**src/rtl/gardner_ted_if.sv**
```systemverilog
// Sample, strobe and error/raw-delay signals between the DDC front end,
// the Gardner detector and its consumers.
interface gardner_ted_if #(
    parameter int WIQ  = 16,
    parameter int WERR = 18
);
    logic signed [WIQ-1:0]  i_in;
    logic signed [WIQ-1:0]  q_in;
    logic                   iq_val;
    logic                   sym_valid_i;
    logic signed [WERR-1:0] e_out_o;
    logic                   e_valid_o;
    logic signed [WIQ-1:0]  i_raw_delay_o;
    logic signed [WIQ-1:0]  q_raw_delay_o;

    modport master (
        output i_in, q_in, iq_val, sym_valid_i,
        input  e_out_o, e_valid_o, i_raw_delay_o, q_raw_delay_o
    );

    modport slave (
        input  i_in, q_in, iq_val, sym_valid_i,
        output e_out_o, e_valid_o, i_raw_delay_o, q_raw_delay_o
    );
endinterface

```
**src/rtl/gardner_ted.sv**
```systemverilog
// Gardner timing-error detector: e = M_I*(S_k,I - S_k-1,I) + M_Q*(S_k,Q - S_k-1,Q),
// three register stages from strobe to e_valid_o, plus a fixed raw I/Q delay tap.
module gardner_ted #(
    parameter int OSF     = 20,
    parameter int WIQ     = 16,
    parameter int WERR    = 18,
    parameter int RAW_DLY = OSF / 2
) (
    input  logic       clk,
    input  logic       reset_n,
    gardner_ted_if.slave bus
);
    localparam int MID = OSF / 2;
    localparam int CW  = $clog2(OSF + 1);
    localparam int DW  = WIQ + 1;
    localparam int PW  = 2 * WIQ + 1;
    localparam int SW  = 2 * WIQ + 2;

    logic signed [WIQ-1:0]  hist_i_r [0:OSF];
    logic signed [WIQ-1:0]  hist_q_r [0:OSF];
    logic signed [WIQ-1:0]  hist_i_s [0:OSF];
    logic signed [WIQ-1:0]  hist_q_s [0:OSF];
    logic [CW-1:0]          prime_cnt_r;
    logic signed [WIQ-1:0]  raw_i_r, raw_q_r;

    logic                   have_prev_r, armed_r, armed_s, prime_full_s;
    logic signed [WIQ-1:0]  prev_i_r, prev_q_r;
    logic signed [WIQ-1:0]  s_i_r, s_q_r, sp_i_r, sp_q_r, m_i_r, m_q_r;
    logic                   v1_r;

    logic signed [DW-1:0]   d_i_s, d_q_s;
    logic signed [PW-1:0]   p_i_s, p_q_s, p_i_r, p_q_r;
    logic                   v2_r;

    logic signed [SW-1:0]   sum_s;
    logic signed [WERR-1:0] e_s, e_out_r;
    logic                   e_valid_r;

    // Post-shift view of the history lines: the new sample lands in tap 0.
    always_comb begin
        hist_i_s[0] = bus.i_in;
        hist_q_s[0] = bus.q_in;
        for (int k = 1; k <= OSF; k++) begin
            hist_i_s[k] = hist_i_r[k-1];
            hist_q_s[k] = hist_q_r[k-1];
        end
    end

    // History shift, priming count and raw delay tap, all gated by iq_val.
    always_ff @(posedge clk or negedge reset_n) begin
        if (!reset_n) begin
            for (int k = 0; k <= OSF; k++) begin
                hist_i_r[k] <= '0;
                hist_q_r[k] <= '0;
            end
            prime_cnt_r <= '0;
            raw_i_r     <= '0;
            raw_q_r     <= '0;
        end else if (bus.iq_val) begin
            for (int k = 0; k <= OSF; k++) begin
                hist_i_r[k] <= hist_i_s[k];
                hist_q_r[k] <= hist_q_s[k];
            end
            raw_i_r <= hist_i_s[RAW_DLY-1];
            raw_q_r <= hist_q_s[RAW_DLY-1];
            if (prime_cnt_r != CW'(OSF)) begin
                prime_cnt_r <= prime_cnt_r + CW'(1);
            end
        end
    end

    assign prime_full_s = (prime_cnt_r == CW'(OSF));
    assign armed_s      = armed_r | (prime_full_s & have_prev_r);

    // Strobe capture from pre-shift history; S_k-1 is the previous strobe's tap 0.
    always_ff @(posedge clk or negedge reset_n) begin
        if (!reset_n) begin
            have_prev_r <= 1'b0;
            armed_r     <= 1'b0;
            prev_i_r    <= '0;
            prev_q_r    <= '0;
            s_i_r       <= '0;
            s_q_r       <= '0;
            sp_i_r      <= '0;
            sp_q_r      <= '0;
            m_i_r       <= '0;
            m_q_r       <= '0;
            v1_r        <= 1'b0;
        end else begin
            v1_r <= bus.sym_valid_i & armed_s;
            if (bus.sym_valid_i) begin
                have_prev_r <= 1'b1;
                armed_r     <= armed_s;
                prev_i_r    <= hist_i_r[0];
                prev_q_r    <= hist_q_r[0];
                s_i_r       <= hist_i_r[0];
                s_q_r       <= hist_q_r[0];
                sp_i_r      <= prev_i_r;
                sp_q_r      <= prev_q_r;
                m_i_r       <= hist_i_r[MID];
                m_q_r       <= hist_q_r[MID];
            end
        end
    end

    assign d_i_s = DW'(s_i_r) - DW'(sp_i_r);
    assign d_q_s = DW'(s_q_r) - DW'(sp_q_r);
    assign p_i_s = PW'(m_i_r) * PW'(d_i_s);
    assign p_q_s = PW'(m_q_r) * PW'(d_q_s);
    assign sum_s = SW'(p_i_r) + SW'(p_q_r);

    generate
        if (WERR >= SW) begin : g_extend
            assign e_s = WERR'(sum_s);
        end else begin : g_shift
            assign e_s = WERR'(sum_s >>> (SW - WERR));
        end
    endgenerate

    // Product stage then output stage; e_out_r holds between pulses.
    always_ff @(posedge clk or negedge reset_n) begin
        if (!reset_n) begin
            p_i_r     <= '0;
            p_q_r     <= '0;
            v2_r      <= 1'b0;
            e_out_r   <= '0;
            e_valid_r <= 1'b0;
        end else begin
            p_i_r     <= p_i_s;
            p_q_r     <= p_q_s;
            v2_r      <= v1_r;
            e_valid_r <= v2_r;
            if (v2_r) begin
                e_out_r <= e_s;
            end
        end
    end

    assign bus.e_out_o       = e_out_r;
    assign bus.e_valid_o     = e_valid_r;
    assign bus.i_raw_delay_o = raw_i_r;
    assign bus.q_raw_delay_o = raw_q_r;
endmodule

```
**src/flat_wrapper.sv**
```systemverilog
// flat-port wrapper written by rule: the top's interface ports become plain ports
module gardner_ted_flat 
#(
    parameter int OSF     = 20,
    parameter int WIQ     = 16,
    parameter int WERR    = 18,
    parameter int RAW_DLY = OSF / 2
)
  (clk, reset_n, bus_i_in, bus_q_in, bus_iq_val, bus_sym_valid_i, bus_e_out_o, bus_e_valid_o, bus_i_raw_delay_o, bus_q_raw_delay_o);
  gardner_ted_if #(.WIQ(WIQ), .WERR(WERR)) bus_i ();
  input  logic clk;
  input  logic reset_n;
  input wire logic [$bits(bus_i.i_in)-1:0] bus_i_in;
  input wire logic [$bits(bus_i.q_in)-1:0] bus_q_in;
  input wire logic [$bits(bus_i.iq_val)-1:0] bus_iq_val;
  input wire logic [$bits(bus_i.sym_valid_i)-1:0] bus_sym_valid_i;
  output wire logic [$bits(bus_i.e_out_o)-1:0] bus_e_out_o;
  output wire logic [$bits(bus_i.e_valid_o)-1:0] bus_e_valid_o;
  output wire logic [$bits(bus_i.i_raw_delay_o)-1:0] bus_i_raw_delay_o;
  output wire logic [$bits(bus_i.q_raw_delay_o)-1:0] bus_q_raw_delay_o;
  assign bus_i.i_in = bus_i_in;
  assign bus_i.q_in = bus_q_in;
  assign bus_i.iq_val = bus_iq_val;
  assign bus_i.sym_valid_i = bus_sym_valid_i;
  assign bus_e_out_o = bus_i.e_out_o;
  assign bus_e_valid_o = bus_i.e_valid_o;
  assign bus_i_raw_delay_o = bus_i.i_raw_delay_o;
  assign bus_q_raw_delay_o = bus_i.q_raw_delay_o;
  gardner_ted #(.OSF(OSF), .WIQ(WIQ), .WERR(WERR), .RAW_DLY(RAW_DLY)) u_core (.clk(clk), .reset_n(reset_n), .bus(bus_i));
endmodule
```
**config.mk**
```make
export PLATFORM = sky130hd
export DESIGN_NAME = gardner_ted_flat
export DESIGN_NICKNAME = d
export VERILOG_FILES = /design/src/rtl/gardner_ted_if.sv /design/src/rtl/gardner_ted.sv /design/src/flat_wrapper.sv
export SDC_FILE = /design/constraint.sdc
export NUM_CORES = 2
export LEC_CHECK = 0
export CORE_MARGIN = 1.5
export CORE_UTILIZATION = 51
export DETAILED_ROUTE_END_ITERATION = 10
export PLACE_DENSITY_LB_ADDON = 0.15
export SYNTH_ARGS = -nofsm -noshare
export SYNTH_HDL_FRONTEND = slang
export SYNTH_SLANG_ARGS = --single-unit
export TNS_END_PERCENT = 30
```
**constraint.sdc**
```tcl
create_clock -name clk -period 8.2 [get_ports clk]
set_clock_uncertainty 0.1 [all_clocks]
set_input_delay 1.64 -clock clk [delete_from_list [all_inputs] [get_ports clk]]
set_output_delay 1.64 -clock clk [all_outputs]
set_load 0.005 [all_outputs]
```
==> results.txt <==
----------------------------------------------------
[Layout]
  Relative area change from synthesis to final layout ... 12.26%
  Commonest cells after routing, fill and taps aside ... sky130_fd_sc_hd__inv_1, sky130_fd_sc_hd__fa_1, sky130_fd_sc_hd__dfrtp_1
  Fin nets ... 4769
  Antenna cell count ... 0
  Final design area excluding fillers ... 47820 um2
  Fraction of layout cells with a size suffix above 1 ... 19.68%
  Most common library cell in the layout ignoring fill and taps ... sky130_fd_sc_hd__inv_1

[STA]
  Relative slew slack ... 41.99%
  Unrepaired setup endpoints after global routing ... yes
  Final Hold Fails ... 0
  Final worst path period share ... 97.53%
  Final setup viols ... 0
  Clock period minus worst slack ... 7997 ps
  Slew at the pin closest to its max-slew limit ... 870.2 ps
  Max frequency ... 0.1250 GHz
  Final Slew Violations ... 0

[Die]
  # IOs ... 87
  Effective utilization at floorplan ... 51.71%
  Total Die Area ... 85270 um2
  Height of the die ... 292.0 um
  Core outline area ... 82370 um2
  Horizontal die dimension ... 292.0 um
  Number of rows in the core area ... 105

[Detailed routing]
  Detailed-router iteration count before antenna repair ... 5
  Drt via density ... 5.192
  Antenna-violating nets left ... 0
  Overall routed net length ... 86660 um
  Via count ... 26.29k
  Initial detailed-routing violation count ... 1236
  Average wire length per cell after detail routing ... 17.12 um
  Post-detailed-route DRC marker count ... 0

[Logic synthesis]
  Area leader, netlist ... sky130_fd_sc_hd__dfrtp_1
  Portion of the post-synthesis area used by sequential elements ... 31.84%
  Top area cells in the synthesized netlist ... sky130_fd_sc_hd__dfrtp_1, sky130_fd_sc_hd__fa_1, sky130_fd_sc_hd__mux2_2, sky130_fd_sc_hd__ha_1, sky130_fd_sc_hd__inv_1
  Count of different cell masters after synthesis ... 74
  Mapped Nets ... 4634
  Yosys synthesis warning count ... 0
  Prevailing post-synth register cell ... sky130_fd_sc_hd__dfrtp_1
  Mapped cell area ... 42600 um2
  Synthesized instance count ... 3810
  Area share of the largest cell type after synthesis ... 31.84%
  Post-synthesis area per instance ... 11.18 um2
  Count of flip-flops with a built-in enable after synthesis ... 0
  Fraction of registers with async set/reset ... 100.0%
  Synth Register Bits ... 542

[Critical path]
  Critical path type ... reg2reg
  Crit path capture type ... flip-flop
  Origin of the critical flop-to-flop path ... u_core.prev_q_r[0]
  CP startpoint ... u_core.prev_q_r[0]
  Crit path buf inv count ... 8
  Number of cells traversed by the worst register-to-register path ... 34
  Worst-path maximum fanout ... 13
  CP dominant cell by count ... sky130_fd_sc_hd__fa_2
  Cell family with most CP delay ... adder cells
  Worst Path Required ... 8650 ps
  Critical Path End ... u_core.p_q_r[30]
  Master of the slowest instance on the critical path ... sky130_fd_sc_hd__fa_2
  Register-to-register setup slack ... 200 ps
  Delay contributed by the slowest stage of the critical path ... 550 ps
  Cell count along the critical path ... 34
  Reg2reg end ... u_core.p_q_r[30]
  Startpoint class of the critical path ... flip-flop
  Endpoint arrival time on the critical path ... 8450 ps

[Global route]
  Overall overflow remaining after global route ... 0
  Pin count of the biggest net entering global routing ... 143
  Number of global-route vias before repair ... 27.59k
  Wire length of the first global-routing pass ... 146300 um
  Combined global-route utilization of all metal layers ... 21.19%
  Initial antenna violation count ... 0

[Clocking]
  Hold Buf Count CTS ... 0
  TritonCTS clock tree ... done
  Cts bufs inserted ... 58
  Maximum clock path buffer count ... 3
  Clock-pin slew on the worst setup and hold paths ... 60 ps
  Source-to-sink clock delay at the later pin of the worst-skew pair ... 650 ps
  CTS HTree Levels ... 2
  Sink Count ... 542
  Master cell of the clock root buffer ... sky130_fd_sc_hd__clkbuf_16

[Placed design]
  IO buf count ... 86
  Final weighted congestion of routability-driven global placement ... 0.8643
  Detailed Place HPWL ... 65710 um
  Area after DPL ... 45250 um2

[Job]
  Max-cap check violation count ... 0

[Worst hold path]
  Tightest Hold Check Type ... reg2reg

[Status]
  Result of the run ... finished, final reports clean

----------------------------------------------------
what timing repair did:
action | CTS | global route
setup endpoints to repair | 7 | 22
buffers inserted | 2 | 10
pin swaps | 3 | 81
resized for setup | 6 | 89
gates cloned | 0 | 2
final cells by class:
class                      count  area (um2)
inverter                     680        2555
timing repair buffer         248        2218
sequential                   542       13560
clock inverter                26       331.6
clock buffer                  82        1692
tap                         1070        1339
multi-input combinational   2415       26120
fill                        6949       34550
layer usage:
layer / GRT usage, % / part of all wire, %
met5: 0 / 0
met3: 2.596 / 3.8
met4: 4.116 / 1.8
met1: 31.91 / 49
met2: 33.22 / 45
per-stage QoR:
| step | utilization (%) | hold slack [ps] | setup slack, ps | cells | TNS (ps) |
|---|---|---|---|---|---|
| 6_report | 58.05 | 361.3 | 202.7 | 5063 | 0 |
| 5_1_grt | 58.05 | 375.6 | -72.33 | 5063 | -232.3 |
| 4_1_cts | 57.45 | 362.0 | 6.697 | 5051 | 0 |
| 3_5_place_dp | 54.93 | 347.2 | -124.6 | 4941 | -249.7 |
| 3_3_place_gp | 54.93 | 337.8 | 16.95 | 4941 | 0 |
| 2_1_floorplan | - | 231.2 | 166.9 | 3810 | 0 |
cell usage after synthesis, types with 3 or more instances:
cell / n
sky130_fd_sc_hd__nand4_1: 7
sky130_fd_sc_hd__a21boi_0: 5
sky130_fd_sc_hd__o31ai_1: 7
sky130_fd_sc_hd__a21o_1: 27
sky130_fd_sc_hd__nand3_1: 26
sky130_fd_sc_hd__a211oi_1: 10
sky130_fd_sc_hd__fa_1: 554
sky130_fd_sc_hd__xor2_1: 22
sky130_fd_sc_hd__buf_1: 8
sky130_fd_sc_hd__a31oi_2: 3
sky130_fd_sc_hd__o21ai_1: 7
sky130_fd_sc_hd__a31oi_1: 8
sky130_fd_sc_hd__a31o_2: 4
sky130_fd_sc_hd__o21ai_0: 88
sky130_fd_sc_hd__nor2_1: 81
sky130_fd_sc_hd__a21oi_1: 75
sky130_fd_sc_hd__buf_2: 6
sky130_fd_sc_hd__nand2_1: 314
sky130_fd_sc_hd__dfrtp_1: 542
sky130_fd_sc_hd__nand2b_1: 32
sky130_fd_sc_hd__or3_1: 7
sky130_fd_sc_hd__nor3_1: 20
sky130_fd_sc_hd__o21a_1: 22
sky130_fd_sc_hd__o21bai_1: 14
sky130_fd_sc_hd__clkbuf_1: 126
sky130_fd_sc_hd__xnor2_1: 92
sky130_fd_sc_hd__buf_4: 32
sky130_fd_sc_hd__or2_2: 4
sky130_fd_sc_hd__ha_1: 234
sky130_fd_sc_hd__inv_1: 680
sky130_fd_sc_hd__and2_1: 197
sky130_fd_sc_hd__mux2_2: 423
sky130_fd_sc_hd__nor2b_1: 60
sky130_fd_sc_hd__o211ai_1: 6
sky130_fd_sc_hd__nand4b_1: 3
sky130_fd_sc_hd__a211o_1: 3
sky130_fd_sc_hd__and3_1: 9
sky130_fd_sc_hd__a311oi_1: 4
worst register-to-register path, delay by kind of cell, from the launching register on:
kind | cells | cell delay (ps)
buffers and inverters | 8 | 790
XOR/XNOR | 1 | 110
adder cells (fa/ha/maj) | 9 | 3480
AND/OR/NAND/NOR | 4 | 670
flip-flops | 1 | 380
AO/OA/AOI/OAI | 12 | 2410
worst min-delay path by stage:
| stage | from | to | cells after the start |
|---|---|---|---|
| floorplan | u_core.v1_r | u_core.v2_r | 0 |
| global placement | u_core.armed_r | u_core.armed_r | 1 |
| detailed placement | u_core.armed_r | u_core.armed_r | 1 |
| CTS | u_core.armed_r | u_core.armed_r | 1 |
| global route | u_core.armed_r | u_core.armed_r | 1 |
| finish | u_core.armed_r | u_core.armed_r | 1 |
state kept, by name, summed over array words and instances, names as in the netlist:
| register | count |
|---|---|
| u_core.p_i_r | 33 |
| u_core.v1_r | 1 |
| u_core.prev_q_r | 16 |
| u_core.hist_i_r | 176 |
| u_core.m_q_r | 16 |
| u_core.sp_i_r | 16 |
| u_core.prime_cnt_r | 5 |
| u_core.v2_r | 1 |
| u_core.m_i_r | 16 |
| u_core.armed_r | 1 |
| u_core.bus.e_valid_o | 1 |
| u_core.bus.q_raw_delay_o | 16 |
| u_core.have_prev_r | 1 |
| u_core.hist_q_r | 160 |
| u_core.sp_q_r | 16 |
| u_core.prev_i_r | 16 |
| u_core.bus.e_out_o | 18 |
| u_core.p_q_r | 33 |
logic make-up after synthesis:
kind of cell	count (synthesis)	share of synthesized area (%)
fa+ha+maj	788	32.91
mux	424	11.22
simple gates	772	8.965
buf+inv	853	7.819
xor+xnor	114	2.344
compound gates	317	4.905
flops	542	31.84
Power is left out: the tool's default activity adds up to more than one toggle a clock period on the data nets, which glitch-free logic cannot reach.
